===== src/rtl/axi_lite_pkg.sv =====
// Shared AXI4-Lite definitions: the command-master FSM state encoding, response
// codes and the default protection value.
package axi_lite_pkg;

  typedef enum logic [2:0] {
    IDLE,
    WR_REQ,
    WR_RESP,
    RD_ADDR,
    RD_DATA,
    RSP
  } state_t;

  localparam logic [1:0] RESP_OKAY   = 2'b00;
  localparam logic [1:0] RESP_EXOKAY = 2'b01;
  localparam logic [1:0] RESP_SLVERR = 2'b10;
  localparam logic [1:0] RESP_DECERR = 2'b11;

  localparam logic [2:0] PROT_DEFAULT = 3'b000;

endpackage


===== src/rtl/axi_lite_cmd_master.sv =====
// Single-outstanding AXI4-Lite master: turns a cmd/rsp handshake into one AXI-Lite
// write or read at a time. Every output is a flop; nothing combinational reaches a port.
module axi_lite_cmd_master
  import axi_lite_pkg::*;
#(
  parameter int C_AXI_LITE_ADDR_WIDTH = 16,
  parameter int C_AXI_LITE_DATA_WIDTH = 32
) (
  input  logic                                 M_AXI_ACLK,
  input  logic                                 M_AXI_ARESET,

  input  logic                                 cmd_valid,
  output logic                                 cmd_ready,
  input  logic                                 cmd_wr,
  input  logic [C_AXI_LITE_ADDR_WIDTH-1:0]     cmd_addr,
  input  logic [C_AXI_LITE_DATA_WIDTH-1:0]     cmd_wdata,
  input  logic [C_AXI_LITE_DATA_WIDTH/8-1:0]   cmd_wstrb,

  output logic                                 rsp_valid,
  input  logic                                 rsp_ready,
  output logic                                 rsp_wr,
  output logic [1:0]                           rsp_resp,
  output logic [C_AXI_LITE_DATA_WIDTH-1:0]     rsp_rdata,

  output logic [C_AXI_LITE_ADDR_WIDTH-1:0]     M_AXI_AWADDR,
  output logic [2:0]                           M_AXI_AWPROT,
  output logic                                 M_AXI_AWVALID,
  input  logic                                 M_AXI_AWREADY,
  output logic [C_AXI_LITE_DATA_WIDTH-1:0]     M_AXI_WDATA,
  output logic [C_AXI_LITE_DATA_WIDTH/8-1:0]   M_AXI_WSTRB,
  output logic                                 M_AXI_WVALID,
  input  logic                                 M_AXI_WREADY,
  input  logic [1:0]                           M_AXI_BRESP,
  input  logic                                 M_AXI_BVALID,
  output logic                                 M_AXI_BREADY,
  output logic [C_AXI_LITE_ADDR_WIDTH-1:0]     M_AXI_ARADDR,
  output logic [2:0]                           M_AXI_ARPROT,
  output logic                                 M_AXI_ARVALID,
  input  logic                                 M_AXI_ARREADY,
  input  logic [C_AXI_LITE_DATA_WIDTH-1:0]     M_AXI_RDATA,
  input  logic [1:0]                           M_AXI_RRESP,
  input  logic                                 M_AXI_RVALID,
  output logic                                 M_AXI_RREADY
);

  state_t state_reg, state_next;
  logic   aw_done_reg, aw_done_next;
  logic   w_done_reg, w_done_next;

  logic cmd_accept;
  logic aw_hs, w_hs, b_hs, ar_hs, r_hs, rsp_hs;

  assign cmd_accept = cmd_valid & cmd_ready;
  assign aw_hs      = M_AXI_AWVALID & M_AXI_AWREADY;
  assign w_hs       = M_AXI_WVALID & M_AXI_WREADY;
  assign b_hs       = M_AXI_BVALID & M_AXI_BREADY;
  assign ar_hs      = M_AXI_ARVALID & M_AXI_ARREADY;
  assign r_hs       = M_AXI_RVALID & M_AXI_RREADY;
  assign rsp_hs     = rsp_valid & rsp_ready;

  assign M_AXI_AWPROT = PROT_DEFAULT;
  assign M_AXI_ARPROT = PROT_DEFAULT;

  always_ff @(posedge M_AXI_ACLK or posedge M_AXI_ARESET) begin
    if (M_AXI_ARESET) begin
      state_reg   <= IDLE;
      aw_done_reg <= 1'b0;
      w_done_reg  <= 1'b0;
    end else begin
      state_reg   <= state_next;
      aw_done_reg <= aw_done_next;
      w_done_reg  <= w_done_next;
    end
  end

  // aw/w completion flags include this cycle's handshakes, so a same-cycle finish
  // of the later channel moves straight on to the response phase.
  always_comb begin
    state_next   = state_reg;
    aw_done_next = aw_done_reg;
    w_done_next  = w_done_reg;
    case (state_reg)
      IDLE: begin
        if (cmd_accept) begin
          aw_done_next = 1'b0;
          w_done_next  = 1'b0;
          state_next   = cmd_wr ? WR_REQ : RD_ADDR;
        end
      end
      WR_REQ: begin
        if (aw_hs) aw_done_next = 1'b1;
        if (w_hs)  w_done_next  = 1'b1;
        if (aw_done_next && w_done_next) state_next = WR_RESP;
      end
      WR_RESP: if (b_hs)   state_next = RSP;
      RD_ADDR: if (ar_hs)  state_next = RD_DATA;
      RD_DATA: if (r_hs)   state_next = RSP;
      RSP:     if (rsp_hs) state_next = IDLE;
      default: state_next = IDLE;
    endcase
  end

  // Handshake outputs are registered copies of what the next state wants.
  always_ff @(posedge M_AXI_ACLK or posedge M_AXI_ARESET) begin
    if (M_AXI_ARESET) begin
      cmd_ready     <= 1'b0;
      M_AXI_AWVALID <= 1'b0;
      M_AXI_WVALID  <= 1'b0;
      M_AXI_BREADY  <= 1'b0;
      M_AXI_ARVALID <= 1'b0;
      M_AXI_RREADY  <= 1'b0;
      rsp_valid     <= 1'b0;
    end else begin
      cmd_ready     <= (state_next == IDLE);
      M_AXI_AWVALID <= (state_next == WR_REQ) && !aw_done_next;
      M_AXI_WVALID  <= (state_next == WR_REQ) && !w_done_next;
      M_AXI_BREADY  <= (state_next == WR_RESP);
      M_AXI_ARVALID <= (state_next == RD_ADDR);
      M_AXI_RREADY  <= (state_next == RD_DATA);
      rsp_valid     <= (state_next == RSP);
    end
  end

  always_ff @(posedge M_AXI_ACLK or posedge M_AXI_ARESET) begin
    if (M_AXI_ARESET) begin
      M_AXI_AWADDR <= '0;
      M_AXI_WDATA  <= '0;
      M_AXI_WSTRB  <= '0;
      M_AXI_ARADDR <= '0;
    end else if (cmd_accept) begin
      if (cmd_wr) begin
        M_AXI_AWADDR <= cmd_addr;
        M_AXI_WDATA  <= cmd_wdata;
        M_AXI_WSTRB  <= cmd_wstrb;
      end else begin
        M_AXI_ARADDR <= cmd_addr;
      end
    end
  end

  // Response fields only change on a B/R capture, so they hold through any rsp stall.
  always_ff @(posedge M_AXI_ACLK or posedge M_AXI_ARESET) begin
    if (M_AXI_ARESET) begin
      rsp_wr    <= 1'b0;
      rsp_resp  <= RESP_OKAY;
      rsp_rdata <= '0;
    end else if (b_hs) begin
      rsp_wr    <= 1'b1;
      rsp_resp  <= M_AXI_BRESP;
      rsp_rdata <= '0;
    end else if (r_hs) begin
      rsp_wr    <= 1'b0;
      rsp_resp  <= M_AXI_RRESP;
      rsp_rdata <= M_AXI_RDATA;
    end
  end

endmodule


===== config.mk =====
export PLATFORM = sky130hd
export DESIGN_NAME = axi_lite_cmd_master
export DESIGN_NICKNAME = d
export VERILOG_FILES = /design/src/rtl/axi_lite_pkg.sv /design/src/rtl/axi_lite_cmd_master.sv
export SDC_FILE = /design/constraint.sdc
export NUM_CORES = 1
export LEC_CHECK = 0
export CORE_ASPECT_RATIO = 2
export CORE_MARGIN = 5
export CORE_UTILIZATION = 41
export CTS_CLUSTER_SIZE = 20
export DETAILED_ROUTE_END_ITERATION = 10
export PLACE_DENSITY = 0.78
export SETUP_SLACK_MARGIN = 0.3
export SKIP_CTS_REPAIR_TIMING = 1
export SYNTH_ARGS = -nofsm -noshare
export SYNTH_HDL_FRONTEND = slang
export SYNTH_SLANG_ARGS = --single-unit

===== constraint.sdc =====
create_clock -name M_AXI_ACLK -period 5.46 [get_ports M_AXI_ACLK]
set_input_delay 1.638 -clock M_AXI_ACLK [delete_from_list [all_inputs] [get_ports M_AXI_ACLK]]
set_output_delay 1.638 -clock M_AXI_ACLK [all_outputs]
set_load 0.005 [all_outputs]

==> flow_metrics.env <==
export IMPL_worst_slack_ns=2.027
export IMPL_htree_levels=4
export IMPL_drv_cap=0
export IMPL_synth_most_common_cell="dfrtp_1"
export IMPL_rsz0062_at_grt="no"
export IMPL_synth_seq_area_share_pct=64.79
export IMPL_grt_pass1_vias=3994
export IMPL_synth_flop_cell="dfrtp_1"
export IMPL_n_antenna_cell=0
export IMPL_hold_path_class="reg2reg"
export IMPL_finalWorstPathRequiredPeriod_ns=3.433
export IMPL_stdcell_count=716
export IMPL_fmax_mhz=291.3
export IMPL_crit_start="M_AXI_RVALID"
export IMPL_post_dp_cell_area_um2=6623
export IMPL_synth_top_area_share_pct=64.79
export IMPL_grt_pass1_wl_um=19930
export IMPL_drt_pass1_iter_count=4
export IMPL_routed_wirelength_um=12320
export IMPL_syn_cell_area_um2=4442
export IMPL_die_h_um=157.2
export IMPL_clock_sinks=115
export IMPL_worstSkewPairLatency_ns=0.40
export IMPL_tightest_slew_ns=1.186
export IMPL_synth_common_cells="dfrtp_1 (115), nand2_1 (74), mux2_2 (68)"
export IMPL_end_kind="flip-flop"
export IMPL_finClkSkew_ns=0.01008
export IMPL_ys_types=27
export IMPL_drc=0
export IMPL_antenna_found_initial=0
export IMPL_dp_hpwl_um=9370
export IMPL_regToRegSetupSlack_ns=3.28
export IMPL_crit_end="M_AXI_WVALID"
export IMPL_clockBufferDepth=2
export IMPL_dp_worst_setup_slack_ns=1.609
export IMPL_crit_required_ns=5.74
export IMPL_cts_tree="done"
export IMPL_cts_buffers=17
export IMPL_coreArea_um2=10540
export IMPL_cts_root_buf="clkbuf_16"
export IMPL_max_slew_margin_pct=20.96
export IMPL_hold_ws_ns=0.4837
export IMPL_fp_row_count=53
export IMPL_finalHoldViolations=0
export IMPL_finalMaxSlewViolations=0
export IMPL_syn_to_final_growth_pct=63.18
export IMPL_netlist_top_cells_area="dfrtp_1 (65%), mux2_2 (17%), nand2_1 (6.3%)"
export IMPL_ys_warn_count=0
export IMPL_finalSetupTns_ns=0
export IMPL_grtUsageTotal_pct=19.44
export IMPL_reg_top3="M_AXI_WDATA x32, rsp_rdata x32"
export IMPL_synthArstFlopShare_pct=100.0
export IMPL_period_share_pct=62.88
export IMPL_total_leakage_power_nw=3.120
export IMPL_stdcell_area_um2=7248
export IMPL_dp_cells=685
export IMPL_fp_dieArea_um2=13140
export IMPL_syn_mean_instance_area_um2=12.48
export IMPL_power_mw=4.136
export IMPL_worst_ir_drop_vdd_mv=0.3763
export IMPL_crit_path_max_fanout=35
export IMPL_grt_start_max_net_pins=47
export IMPL_worstSetupPathType="in2reg"
export IMPL_io_buffer_count=207
export IMPL_setup_viol=0
export IMPL_hold_start="rsp_wr"
export IMPL_status="completed"
export IMPL_vias=3523
export IMPL_syn_inst=356
export IMPL_yosys_area_top_type="dfrtp_1"
export IMPL_final_core_util_pct=68.74
export IMPL_powerDensity_nw_per_um2=570.6
export IMPL_overflow=0
export IMPL_r2r_start="M_AXI_RREADY"
export IMPL_cp_start_kind="input port"
export IMPL_initial_core_util_pct=42.13
export IMPL_synth_edf_count=0
export IMPL_r2r_end="M_AXI_WVALID"
export IMPL_worst_r2r_cell_count=5
export IMPL_io_pins=214
export IMPL_fin_nets=665
export IMPL_dieWidth_um=83.60
export IMPL_final_antenna_net_count=0
export IMPL_ys_ff_latch=115
export IMPL_path_clk_slew_ns=0.05
export IMPL_place_congestion=0.7884
export IMPL_worstPathArrival_ns=3.71
export IMPL_drt_initial_drc_count=121
export IMPL_final_layout_size_suffix_gt1_share_pct=18.31
export IMPL_wl_per_cell_um=17.21
export IMPL_viasPerCell=4.920
layer usage:
| metal | track usage, % | vias up | routed length [um] |
|---|---|---|---|
| met3 | 9.691 | 22 | 1210 |
| met1 | 19.05 | 1709 | 4300 |
| met4 | 7.439 | 0 | 277 |
| met5 | 0 | - | 0 |
| met2 | 34.83 | 181 | 6535 |
| li1 | - | 1611 | - |
cells in the final DEF, fill, tap and decap left out, types with 3 or more instances in the layout:
cell,count
clkdlybuf4s50_1,207
dfrtp_1,115
nand2_1,74
mux2_2,68
a21oi_1,35
clkbuf_16,17
nor2_1,9
conb_1,6
buf_4,5
a31oi_1,4
bufinv_16,4
nor3b_1,3
inv_1,3
clkinv_2,3
clkbuf_8,3
worst min-delay path by stage:
stage / end / slack (ns) / cells past startpoint
global route: M_AXI_WDATA[4] / 0.52 / 1
CTS: rsp_wr / 0.49 / 2
floorplan: rsp_wr / 0.47 / 2
global placement: rsp_wr / 0.47 / 2
finish: rsp_wr / 0.48 / 2
detailed placement: rsp_wr / 0.48 / 2
worst max-delay path: stages:
cell and delay [ns]:
clkdlybuf4s50_1 0.41, and2_1 0.55, nor2_2 0.22, o32ai_1 0.12
or4b_1 0.58, nor3b_1 0.18
where the power goes:
group	internal (mW)	leakage, nW	total, mW	switching, mW
Clock	0.796	0.306	1.16	0.369
Sequential	1.24	1.42	1.45	0.212
Combinational	0.987	1.39	1.52	0.533
area by class of cell:
| cell class | instances | area (um2) |
|---|---|---|
| Multi-Input combinational cell | 217 | 1446 |
| Clock inverter | 9 | 151.4 |
| Timing Repair Buffer | 212 | 2110 |
| Fill cell | 772 | 3296 |
| Sequential cell | 115 | 2878 |
| Tap cell | 137 | 171.4 |
| Clock buffer | 22 | 474.2 |
| Inverter | 4 | 17.52 |
kinds of logic after synthesis:
family                 count (synthesis)  share of synthesized area [%]
DFF                                  115                          64.79
and+or+nand+nor                       97                          9.071
other                                  1                        0.08443
buffers and inverters                 29                          3.183
muxes                                 68                          17.24
AOI/OAI and AO/OA                     46                          5.634
Power figures use the tool's default switching activity.
